**src/rtl/lane_deser_pkg.sv**
```systemverilog
// Shared types and default geometry for the lane serializer/deserializer pair.
// N1 is the word width (bits per lane per frame), N2 the lane count (words per frame).
package lane_deser_pkg;

    localparam int DEF_N1 = 76;
    localparam int DEF_N2 = 7;

    typedef enum logic {
        COLLECT = 1'b0,
        FULL    = 1'b1
    } collect_state_t;

    typedef enum logic {
        EMPTY = 1'b0,
        DRAIN = 1'b1
    } hold_state_t;

endpackage

```
**src/rtl/deser_lane.sv**
```systemverilog
// One serial lane: shifts a bit into the LSB on each enable.
// The first bit received therefore ends up at bit N1-1.
module deser_lane #(
    parameter int N1 = 76
) (
    input  logic          Clock,
    input  logic          Reset,
    input  logic          en,
    input  logic          din,
    output logic [N1-1:0] q
);

    always_ff @(posedge Clock) begin
        if (Reset) begin
            q <= '0;
        end else if (en) begin
            q <= {q[N1-2:0], din};
        end
    end

endmodule

```
**src/rtl/lane_deserializer.sv**
```systemverilog
// Collects N2 serial lanes into a frame, then drains the frame one word per
// handshake from a hold buffer while the next frame shifts in.
module lane_deserializer
    import lane_deser_pkg::*;
#(
    parameter int N1 = DEF_N1,
    parameter int N2 = DEF_N2
) (
    input  logic          Clock,
    input  logic          Reset,
    input  logic          InValid,
    output logic          InReady,
    input  logic [N2-1:0] In,
    output logic          OutValid,
    input  logic          OutReady,
    output logic [N1-1:0] Out,
    output logic          OutLast,
    output logic          dbg_collect_state,
    output logic          dbg_hold_state
);

    // Handshakes: a transfer happens on a rising edge where valid && ready;
    // valid never waits on ready, and InReady depends only on collector state and Reset.
    localparam int BW = (N1 > 1) ? $clog2(N1) : 1;
    localparam int IW = (N2 > 1) ? $clog2(N2) : 1;
    localparam logic [BW-1:0] LAST_BIT = BW'(N1 - 1);
    localparam logic [IW-1:0] LAST_IDX = IW'(N2 - 1);

    collect_state_t cs, cs_next;
    hold_state_t    hold_st, hold_next;

    logic [BW-1:0] bitcnt;
    logic [IW-1:0] idx;
    logic [N1-1:0] lane_q    [N2];
    logic [N1-1:0] lane_next [N2];
    logic [N1-1:0] hold_q    [N2];
    logic [N1-1:0] out_q;

    logic accept;
    logic frame_done;
    logic handshake;
    logic drain_done;
    logic hold_can_load;
    logic load;

    assign accept        = InValid && InReady;
    assign frame_done    = accept && (bitcnt == LAST_BIT);
    assign handshake     = OutValid && OutReady;
    assign drain_done    = handshake && (idx == LAST_IDX);
    assign hold_can_load = (hold_st == EMPTY) || drain_done;
    assign load          = (frame_done || (cs == FULL)) && hold_can_load;

    // On a completing accept the final bit is folded in so hold loads the whole frame now.
    for (genvar x = 0; x < N2; x++) begin : g_lane
        deser_lane #(.N1(N1)) u_lane (
            .Clock (Clock),
            .Reset (Reset),
            .en    (accept),
            .din   (In[x]),
            .q     (lane_q[x])
        );
        assign lane_next[x] = frame_done ? {lane_q[x][N1-2:0], In[x]} : lane_q[x];
    end

    // Collector FSM
    always_ff @(posedge Clock) begin
        if (Reset) begin
            cs <= COLLECT;
        end else begin
            cs <= cs_next;
        end
    end

    always_comb begin
        cs_next = cs;
        case (cs)
            COLLECT: if (frame_done && !hold_can_load) cs_next = FULL;
            FULL:    if (hold_can_load) cs_next = COLLECT;
            default: cs_next = COLLECT;
        endcase
    end

    always_comb begin
        InReady = (cs == COLLECT) && !Reset;
    end

    always_ff @(posedge Clock) begin
        if (Reset) begin
            bitcnt <= '0;
        end else if (load) begin
            bitcnt <= '0;
        end else if (accept && !frame_done) begin
            bitcnt <= bitcnt + BW'(1);
        end
    end

    // Hold buffer FSM
    always_ff @(posedge Clock) begin
        if (Reset) begin
            hold_st <= EMPTY;
        end else begin
            hold_st <= hold_next;
        end
    end

    always_comb begin
        hold_next = hold_st;
        case (hold_st)
            EMPTY:   if (load) hold_next = DRAIN;
            DRAIN:   if (drain_done && !load) hold_next = EMPTY;
            default: hold_next = EMPTY;
        endcase
    end

    always_comb begin
        OutValid = (hold_st == DRAIN);
        OutLast  = OutValid && (idx == LAST_IDX);
        Out      = out_q;
    end

    // Out is registered as hold[idx] so it keeps the last word after a drain empties hold.
    always_ff @(posedge Clock) begin
        if (Reset) begin
            idx   <= '0;
            out_q <= '0;
            for (int x = 0; x < N2; x++) begin
                hold_q[x] <= '0;
            end
        end else if (load) begin
            for (int x = 0; x < N2; x++) begin
                hold_q[x] <= lane_next[x];
            end
            out_q <= lane_next[0];
            idx   <= '0;
        end else if (drain_done) begin
            idx <= '0;
        end else if (handshake) begin
            idx   <= idx + IW'(1);
            out_q <= hold_q[idx + IW'(1)];
        end
    end

    assign dbg_collect_state = cs;
    assign dbg_hold_state    = hold_st;

endmodule
```
**config.mk**
```make
export PLATFORM = sky130hd
export DESIGN_NAME = lane_deserializer
export DESIGN_NICKNAME = d
export VERILOG_FILES = /design/src/rtl/lane_deser_pkg.sv /design/src/rtl/deser_lane.sv /design/src/rtl/lane_deserializer.sv
export SDC_FILE = /design/constraint.sdc
export NUM_CORES = 2
export LEC_CHECK = 0
export ABC_AREA = 1
export CAP_MARGIN = 25
export CORE_ASPECT_RATIO = 0.5
export CORE_MARGIN = 5
export CORE_UTILIZATION = 55
export DETAILED_ROUTE_END_ITERATION = 16
export PLACE_DENSITY = 0.71
export SETUP_SLACK_MARGIN = 0.3
export SLEW_MARGIN = 10
export SYNTH_ARGS = -nofsm -noshare
export SYNTH_HDL_FRONTEND = slang
export SYNTH_SLANG_ARGS = --single-unit
```
**constraint.sdc**
```tcl
create_clock -name Clock -period 20 [get_ports Clock]
set_input_delay 3 -clock Clock [delete_from_list [all_inputs] [get_ports Clock]]
set_output_delay 3 -clock Clock [all_outputs]
set_load 0.01 [all_outputs]
```
==> reports/results.ini <==
[yosys]
async_reset_ff_frac=0
syn_area_mm2=0.0515
yosysTopAreaCell=edfxtp_1
syn-num-nets=6494
netlist.area_leader.share=0.310
ys.flop_type=dfxtp_1
synthTopCellsByCount=nand2_1 (1258), o21ai_0 (1239), inv_1 (722)
synthTopCellsByArea=edfxtp_1 (31%), dfxtp_1 (24%), o21ai_0 (12%), nand2_1 (9.2%), nand3_1 (6.5%)
yosysSeqAreaShare=0.551
postSynthCellCount=6480
synth_edf_count=532
syn_area_per_cell_um2=7.94
yosysWarningCount=0
synth_most_common_cell=nand2_1
yosysUniqueCellTypes=27
ys_ff_latch=1152

[die]
ios=92
start_util=0.554
die-height_um=226
core_area_mm2=0.0929
fp.dieW_um=443
die_area_mm2=0.100
rows=79

[place]
dpl.hpwl_um=80000
io_buffer_count=91
dpl.cell_count=7384
gp_congestion=0.825
placed_area_mm2=0.0524

[cells_and_area]
fin_area_mm2=0.0561
fin_nets=6256
drive_above_1_share=0.0425
fillers=8111
area_growth_pct=8.95
fin_cells=7582

[global_routing]
grt-ovfl-total=0
grt_antenna_before_repair=4
grt_usage=0.270
grt_pass1_vias=39642
grt_pass1_wl_um=219000
grt_max_degree=201

[setup_path]
rr_startpoint=dbg_collect_state$_SDFF_PP0_
path_class=in2reg
start_kind=input port
worst-path-max-fanout=137
worstPathRequired_ns=20.41
cp.arrival_ns=9.08
critPathLaunch=Reset
regToRegSetupSlack_ns=13.48
r2r-end=hold_q[0][52]$_SDFFCE_PN0P_
rr_worst_depth=11
cp-endpoint=hold_q[0][52]$_SDFFCE_PN0P_
endpoint_kind=flop

[hold_path]
hold_class=reg2reg
worstHoldPathCells=2

[clock_tree]
cts_tree=yes
htreeDepth=3
clk_path_buf_depth=3
clock_latency_ns=0.69
cts_root_buf=clkbuf_16
clock_sinks=1152
cts_inserted_buffers=101
cts_resized=0
cts_setup_buffers=0
cts.reportedPaths.clkPinSlew_ns=0.07
cts_hold_buf=0

[power]
fin_total_pwr_mw=4.67
p_leak_nw=22.1
power.density_mw_per_mm2=83.2
irDropWorstVdd_uv=71.9

[job]
maxCapViolations=0

[sta]
max_slew_margin=-0.0243
fmax_mhz=115
min_period_ns=8.67
setup_viol=0
hold_viol=0
grt_setup_unrepaired=false
worstMarginPinSlew_ns=1.54
fin_setup_tns_ns=0
fin_crit_sh=0.433
drv_slew=34
skew_ns=0.0215

[detailed_routing]
vias=42569
drt_iter0_drc=4712
viasPerCell=5.61
wl_um=138000
drt_first_pass_iters=6
ant_nets=0
drc=0
wl_per_cell_um=18.2

[status]
status=finished with violations
violations=slew limit

==> power by group <==
part	total (mW)	internal, mW	switching [mW]
Clock	2.03	1.14	0.890
Sequential	2.51	2.50	0.0128
Combinational	0.132	0.0263	0.105
Total	4.67	3.66	1.01
==> how the worst min path moves through the flow <==
stage,start,to,slack [ns]
CTS,g_lane[0].u_lane.q[75]$_SDFFE_PP0P_,g_lane[0].u_lane.q[75]$_SDFFE_PP0P_,0.46
floorplan,g_lane[0].u_lane.q[75]$_SDFFE_PP0P_,g_lane[0].u_lane.q[75]$_SDFFE_PP0P_,0.43
global route,g_lane[0].u_lane.q[75]$_SDFFE_PP0P_,g_lane[0].u_lane.q[75]$_SDFFE_PP0P_,0.49
global placement,g_lane[0].u_lane.q[75]$_SDFFE_PP0P_,g_lane[0].u_lane.q[75]$_SDFFE_PP0P_,0.44
finish,g_lane[0].u_lane.q[75]$_SDFFE_PP0P_,g_lane[0].u_lane.q[75]$_SDFFE_PP0P_,0.45
detailed placement,g_lane[0].u_lane.q[75]$_SDFFE_PP0P_,g_lane[0].u_lane.q[75]$_SDFFE_PP0P_,0.45
==> through the flow <==
step | hold slack [ns] | setup slack [ns] | utilization
after floorplan | 0.430 | 3.62 | -
after global placement | 0.440 | 10.88 | 0.564
after detailed placement | 0.445 | 10.78 | 0.564
after CTS | 0.455 | 11.53 | 0.601
after global routing | 0.494 | 10.93 | 0.604
final | 0.450 | 11.33 | 0.604
==> sequential cells by signal, indices dropped and copies added, names as in the netlist <==
name               count
g_lane.u_lane.q      532
hold_q               532
Out                   76
bitcnt                 7
idx                    3
OutValid               1
dbg_collect_state      1
==> critical path, stage by stage <==
cell,delay (ns)
buf_4,0.45
nor2_4,0.10
nand2_8,0.45
inv_2,0.42
nand2_8,0.63
buf_4,0.87
buf_4,0.76
buf_4,0.75
buf_4,0.89
o21ai_0,0.18
nand2_1,0.14
nor2_1,0.07
==> cells by family after synthesis <==
| group | Yosys count | share of synthesized area |
|---|---|---|
| flip-flops | 1152 | 0.551 |
| AO/OA/AOI/OAI | 1442 | 0.142 |
| adder cells (fa/ha/maj) | 3 | 0.000729 |
| XOR/XNOR | 4 | 0.000681 |
| AND/OR/NAND/NOR | 2658 | 0.212 |
| buffers and inverters | 1221 | 0.0932 |
==> placed cells by master, fill, tap and decap left out, types with 46 or more instances in the layout <==
cell / n
nand2_1: 1253
o21ai_0: 1239
inv_1: 722
nor2_1: 687
nand3_1: 671
dfxtp_1: 619
edfxtp_1: 532
a21oi_1: 177
clkbuf_16: 105
clkdlybuf4s50_1: 90
buf_4: 46
==> cell type report <==
type / instances / area [µm²] / share of cell area
multi-input combinational: 4107 / 18400 / 0.328
inverter: 730 / 2760 / 0.0492
sequential: 1152 / 28400 / 0.506
clock inverter: 45 / 458 / 0.00817
antenna: 1 / 2.50 / 0.0000446
tap: 1255 / 1570 / 0.0280
clock buffer: 142 / 2930 / 0.0522
timing repair buffer: 150 / 1600 / 0.0286
==> routing by layer <==
layer / wire length [µm] / track usage / up-vias
li1: - / - / 20640
met1: 62800 / 0.399 / 20140
met2: 60700 / 0.421 / 1578
met3: 11100 / 0.0400 / 209
met4: 3410 / 0.0704 / 2
met5: 12 / 0 / -
No activity file was read; power rests on OpenSTA's default activity.
